===== config.mk =====
export PLATFORM = sky130hd
export DESIGN_NAME = stopwatch_ctrl
export DESIGN_NICKNAME = d
export VERILOG_FILES = /design/src/rtl/stopwatch_pkg.sv /design/src/rtl/stopwatch_ctrl_bcd2_counter.sv /design/src/rtl/stopwatch_ctrl.sv
export SDC_FILE = /design/constraint.sdc
export NUM_CORES = 1
export LEC_CHECK = 0
export ABC_AREA = 1
export CORE_MARGIN = 2
export CORE_UTILIZATION = 51
export DETAILED_ROUTE_END_ITERATION = 6
export PLACE_DENSITY_LB_ADDON = 0.25
export SLEW_MARGIN = 20
export SYNTH_ARGS = -nofsm -noshare
export SYNTH_HDL_FRONTEND = slang
export SYNTH_SLANG_ARGS = --single-unit

===== constraint.sdc =====
create_clock -name sys_clk -period 4.2 [get_ports sys_clk]
set_clock_uncertainty 0.2 [all_clocks]
set_input_delay 0.42 -clock sys_clk [delete_from_list [all_inputs] [get_ports sys_clk]]
set_output_delay 0.42 -clock sys_clk [all_outputs]
set_load 0.03 [all_outputs]

===== src/rtl/stopwatch_pkg.sv =====
// Shared types and constants for the stopwatch sequencing controller.
package stopwatch_pkg;

  localparam int unsigned DIGIT_W = 4;
  localparam int unsigned MODE_W  = 2;
  localparam int unsigned BLANK_W = 4;

  // Controller states; the encoding is exported directly on the mode port.
  typedef enum logic [MODE_W-1:0] {
    ST_RUN   = 2'd0,
    ST_PAUSE = 2'd1,
    ST_ADJ   = 2'd2
  } state_e;

  // Blank masks, bit 3 = min_tens .. bit 0 = sec_ones; 1 turns a digit off.
  localparam logic [BLANK_W-1:0] BLANK_NONE = 4'b0000;
  localparam logic [BLANK_W-1:0] BLANK_MIN  = 4'b1100;
  localparam logic [BLANK_W-1:0] BLANK_SEC  = 4'b0011;

endpackage


===== src/rtl/stopwatch_ctrl_bcd2_counter.sv =====
// Two-digit BCD counter that wraps to 00 after MAX and flags the wrap.
module bcd2_counter
  import stopwatch_pkg::*;
#(
  parameter int unsigned MAX = 59
) (
  input  logic               clk,
  input  logic               rst,
  input  logic               inc_i,
  output logic [DIGIT_W-1:0] tens_o,
  output logic [DIGIT_W-1:0] ones_o,
  output logic               carry_c
);

  localparam int unsigned MAX_TENS = MAX / 10;
  localparam int unsigned MAX_ONES = MAX % 10;

  logic [DIGIT_W-1:0] tens_q, tens_d;
  logic [DIGIT_W-1:0] ones_q, ones_d;
  logic               at_max_c;

  assign at_max_c = (tens_q == DIGIT_W'(MAX_TENS)) && (ones_q == DIGIT_W'(MAX_ONES));
  assign carry_c  = inc_i & at_max_c;

  // Next count: wrap at MAX, otherwise decimal increment with ones->tens carry.
  always_comb begin
    tens_d = tens_q;
    ones_d = ones_q;
    if (inc_i) begin
      if (at_max_c) begin
        tens_d = '0;
        ones_d = '0;
      end else if (ones_q == DIGIT_W'(9)) begin
        ones_d = '0;
        tens_d = tens_q + DIGIT_W'(1);
      end else begin
        ones_d = ones_q + DIGIT_W'(1);
      end
    end
  end

  // Digit registers.
  always_ff @(posedge clk or posedge rst) begin
    if (rst) begin
      tens_q <= '0;
      ones_q <= '0;
    end else begin
      tens_q <= tens_d;
      ones_q <= ones_d;
    end
  end

  assign tens_o = tens_q;
  assign ones_o = ones_q;

endmodule


===== src/rtl/stopwatch_ctrl.sv =====
// Stopwatch sequencer: run/pause/adjust arbitration, MM:SS BCD time and blink mask.
module stopwatch_ctrl
  import stopwatch_pkg::*;
#(
  parameter int unsigned SEC_MAX = 59,
  parameter int unsigned MIN_MAX = 59
) (
  input  logic               sys_clk,
  input  logic               rst,
  input  logic               onehz_tick,
  input  logic               twohz_tick,
  input  logic               blink_tick,
  input  logic               pause_pulse,
  input  logic               adj_sw,
  input  logic               sel_sw,
  output logic [DIGIT_W-1:0] min_tens,
  output logic [DIGIT_W-1:0] min_ones,
  output logic [DIGIT_W-1:0] sec_tens,
  output logic [DIGIT_W-1:0] sec_ones,
  output logic [BLANK_W-1:0] blank,
  output logic [MODE_W-1:0]  mode
);

  state_e             state_q, state_d;
  logic               paused_q, paused_d;
  logic               phase_q, phase_d;
  logic [BLANK_W-1:0] blank_q, blank_d;

  logic               sec_inc_c;
  logic               min_inc_c;
  logic               sec_carry_c;
  logic               min_carry_unused;

  // Counter enables are qualified by the state held at the start of the cycle.
  assign sec_inc_c = ((state_q == ST_RUN) & onehz_tick) |
                     ((state_q == ST_ADJ) & twohz_tick & sel_sw);
  assign min_inc_c = ((state_q == ST_RUN) & sec_carry_c) |
                     ((state_q == ST_ADJ) & twohz_tick & ~sel_sw);

  // Mode arbitration, pause intent, blink phase and blank mask.
  always_comb begin
    state_d  = state_q;
    paused_d = paused_q ^ pause_pulse;
    phase_d  = phase_q ^ blink_tick;
    blank_d  = BLANK_NONE;

    case (state_q)
      ST_RUN: begin
        if (adj_sw)        state_d = ST_ADJ;
        else if (paused_d) state_d = ST_PAUSE;
      end
      ST_PAUSE: begin
        if (adj_sw)         state_d = ST_ADJ;
        else if (!paused_d) state_d = ST_RUN;
      end
      ST_ADJ: begin
        if (!adj_sw) state_d = paused_d ? ST_PAUSE : ST_RUN;
      end
      default: state_d = ST_RUN;
    endcase

    // Entering adjust restarts the blink so the digits start visible.
    if ((state_q != ST_ADJ) && (state_d == ST_ADJ)) phase_d = 1'b0;

    if ((state_d == ST_ADJ) && phase_d) blank_d = sel_sw ? BLANK_SEC : BLANK_MIN;
  end

  // Control registers.
  always_ff @(posedge sys_clk or posedge rst) begin
    if (rst) begin
      state_q  <= ST_RUN;
      paused_q <= 1'b0;
      phase_q  <= 1'b0;
      blank_q  <= BLANK_NONE;
    end else begin
      state_q  <= state_d;
      paused_q <= paused_d;
      phase_q  <= phase_d;
      blank_q  <= blank_d;
    end
  end

  bcd2_counter #(.MAX(SEC_MAX)) u_sec (
    .clk     (sys_clk),
    .rst     (rst),
    .inc_i   (sec_inc_c),
    .tens_o  (sec_tens),
    .ones_o  (sec_ones),
    .carry_c (sec_carry_c)
  );

  // Minutes wrap on their own at MIN_MAX; their carry has no consumer.
  bcd2_counter #(.MAX(MIN_MAX)) u_min (
    .clk     (sys_clk),
    .rst     (rst),
    .inc_i   (min_inc_c),
    .tens_o  (min_tens),
    .ones_o  (min_ones),
    .carry_c (min_carry_unused)
  );

  assign blank = blank_q;
  assign mode  = state_q;

endmodule


==> metrics.md <==
| Metric | Value |
|---|---|
| Die Y | 52.1 microns |
| F_max | 475 MHz |
| N_diodes | 0 |
| Die area | 2710 sq um |
| # DRC | 0 |
| Setup TNS | 0 ns |
| Max-Cap Viols | 0 |
| Syn_nets | about 150 |
| First drt pass iteration count | 4 |
| # rows | 17 |
| CP arrival | 1.49 ns |
| ANT nets after route | 0 |
| First-pass GRT wire length | 3.96 mm |
| Initial antenna violation count | 0 |
| Clk_lat worst skew | 0.31 ns |
| Post-DP HPWL | 1.79 mm |
| Buf+Inv Stages, Crit Path | 1 |
| H-tree level count | 1 |
| WL/cell | 12.0 microns |
| Via density | 4.92 |
| Post-CTS Setup Repair Bufs | 0 |
| Post-layout total power | 921 uW |
| Synthesis-stage register bit count | 22 |
| Post-route minimum period | 2.11 ns |
| Crit path largest cell delay | 0.71 ns |
| Layout cells sized above 1 | ~7.2% |
| Cell Area, Placed | 1480 sq um |
| Pin count of the biggest net entering global routing | 23 |
| Overflow after GRT | 0 |
| Yosys warns | 0 |
| Core ar. | 2190 sq um |
| RSZ-0062 raised after global routing | no |
| Detailed Route WL | 2.32 mm |
| CTS tree | done |
| I/O Buffers | 29 |
| Static Leak | 0.000721 uW |
| Final Hold Fails | 0 |
| CTS buffer count | 3 |
| Area Growth Syn to Fin | 27.3% |
| Drt initial violations | 15 |
| Sequential area share after synthesis | 46.7% |
| Max VDD drop | 0.448 mV |
| Max_slew headroom | 45.3% |
| # IOs | 30 |
| Outcome | complete, no violations |
| Total GRT Usage | 20.3% |
| Clock tree sinks | 22 |
| GP Congestion | between 0.7 and 0.8 |
| # resized after CTS | 0 |
| Final period util | 50.2% |
| Setup Crit Path Kind | register to output pin |
| Mapped cell area | 1180 sq um |
| Synth Instances | roughly 140 |
| CTS Buffer Depth | 2 |
| Vias | 955 |
| Critical path endpoint category | output pin |
| CP Cell Sequence | clkdlybuf4s50_1 |
| Slowest-stage cell, CP | clkdlybuf4s50_1 |
| Startpoint Class | register |
| Crit path max fanout | 6 |
| Clk root buf | clkbuf_4 |
| Design area | 1500 sq um |
| # setup viols final | 0 |
| Layout net count | 184 |
| Syn Area/Cell | 8.61 sq um |
| Slew Limit Fails | 0 |
| Vias in the first global route | 890 |
| Clock slew at reported path FFs | 0.12 ns |
| Hold crit path type | register to register |
| Critical Path RT | 3.58 ns |
| Worst Tran Pin Value | approximately 0.8 ns |
| CP delay by family, top | buffers and inverters |
| Initial core utilization | 53.9% |
| PwrDens | 614 nW/um^2 |
| Die width | 52.1 microns |
| Synth cell types | 23 |
| Hold_buf cts | 0 |
==> worst paths after layout <==
kind | slack [ns] | startpoint | endpoint | depth (start not counted)
setup / recovery | 2.09 | u_min.ones_o[0]$_DFFE_PP0P_ | min_ones[0] | 1
hold / removal | 0.29 | paused_q$_DFF_PP0_ | paused_q$_DFF_PP0_ | 1
setup reg to reg | 2.26 | u_sec.ones_o[1]$_DFFE_PP0P_ | u_min.tens_o[2]$_DFFE_PP0P_ | 9
hold reg to reg | 0.29 | paused_q$_DFF_PP0_ | paused_q$_DFF_PP0_ | 1
max in group asynchronous | 2.94 | rst | u_sec.ones_o[0]$_DFFE_PP0P_ | 2
min in group asynchronous | 0.36 | rst | u_min.tens_o[1]$_DFFE_PP0P_ | 2
==> synth_stat cells (all sizes together) <==
cell type,count,area [sq um]
a21oi,4,20.0
buf,3,26.3
dfrtp,22,551
ha,8,100
inv,17,63.8
nand2,29,124
nand3,14,75.1
nand3b,1,7.51
nand4,2,12.5
nor2,18,72.6
nor3,1,5.00
o21ai,8,40.0
o31ai,2,15.0
or2,1,6.26
xnor2,2,17.5
xor2,5,43.8
==> metal layers <==
metal  wire length [microns]  global-route usage, %  share of wire, %
met2                    1170                   34.8                50
met1                    1010                   24.8                44
met3                      99                   3.16               4.3
met4                      44                   9.21               1.9
met5                       0                      0                 0
==> flip-flops by register name, summed over array words and instances, names as in the netlist <==
name          flops
paused_q          1
mode              2
u_min.ones_o      4
u_min.tens_o      4
blank             2
u_sec.ones_o      4
u_sec.tens_o      4
phase_q           1
==> placed cells by master (no fill, tap or decap) <==
cell / Yosys / routed
xor2_1: 5 / 5
inv_2: 1 / 1
nand3_1: 13 / 13
o21ai_0: 7 / 7
nand2_1: 25 / 25
clkbuf_4: 0 / 3
nand2_4: 1 / 1
nor2_1: 16 / 16
nor3_1: 1 / 1
inv_1: 16 / 16
ha_1: 8 / 8
dfrtp_1: 22 / 22
o21ai_1: 1 / 1
nand3_2: 1 / 1
clkdlybuf4s50_1: 0 / 29
nand4_1: 2 / 2
nand3b_1: 1 / 1
or2_2: 1 / 1
xnor2_1: 2 / 2
a21oi_1: 4 / 4
o31ai_1: 2 / 2
nand2_2: 3 / 3
nor2_2: 2 / 2
==> logic make-up (layout without fill, tap and decap cells) <==
logic type	Yosys count	in the layout	share of synthesized area, %
adders and majority gates	8	8	8.48
and+or+nand+nor	66	66	25.7
AOI/OAI and AO/OA	14	14	6.36
buffers and inverters	20	49	7.63
DFF	22	22	46.7
xor gates and xnor gates	7	7	5.20
==> layout make-up <==
cell class                 instances  area (sq um)
fill                             187           689
inverter                          17          63.8
tap                               28          35.0
timing repair buffer              29           290
sequential                        22           551
clock buffer                       3          22.5
multi-input combinational         95           539
==> report_power, final <==
group / internal (uW) / leakage [uW] / switching, uW
clock network: 33.6 / 0.0000138 / 62.1
logic: 193 / 0.000427 / 279
registers: 279 / 0.000280 / 74.3
total: 506 / 0.000721 / 416
==> metrics by stage <==
| stage | util (%) | hold slack (ns) | worst slack, ns | std cells |
|---|---|---|---|---|
| floorplan | - | 0.209 | 2.45 | 137 |
| global route | 68.5 | 0.333 | 2.01 | 194 |
| finish | 68.5 | 0.292 | 2.09 | 194 |
| global placement | 67.5 | 0.261 | 2.19 | 191 |
| detailed placement | 67.5 | 0.293 | 2.12 | 191 |
| CTS | 68.5 | 0.311 | 2.08 | 194 |
(Power assumes the default switching activity.)
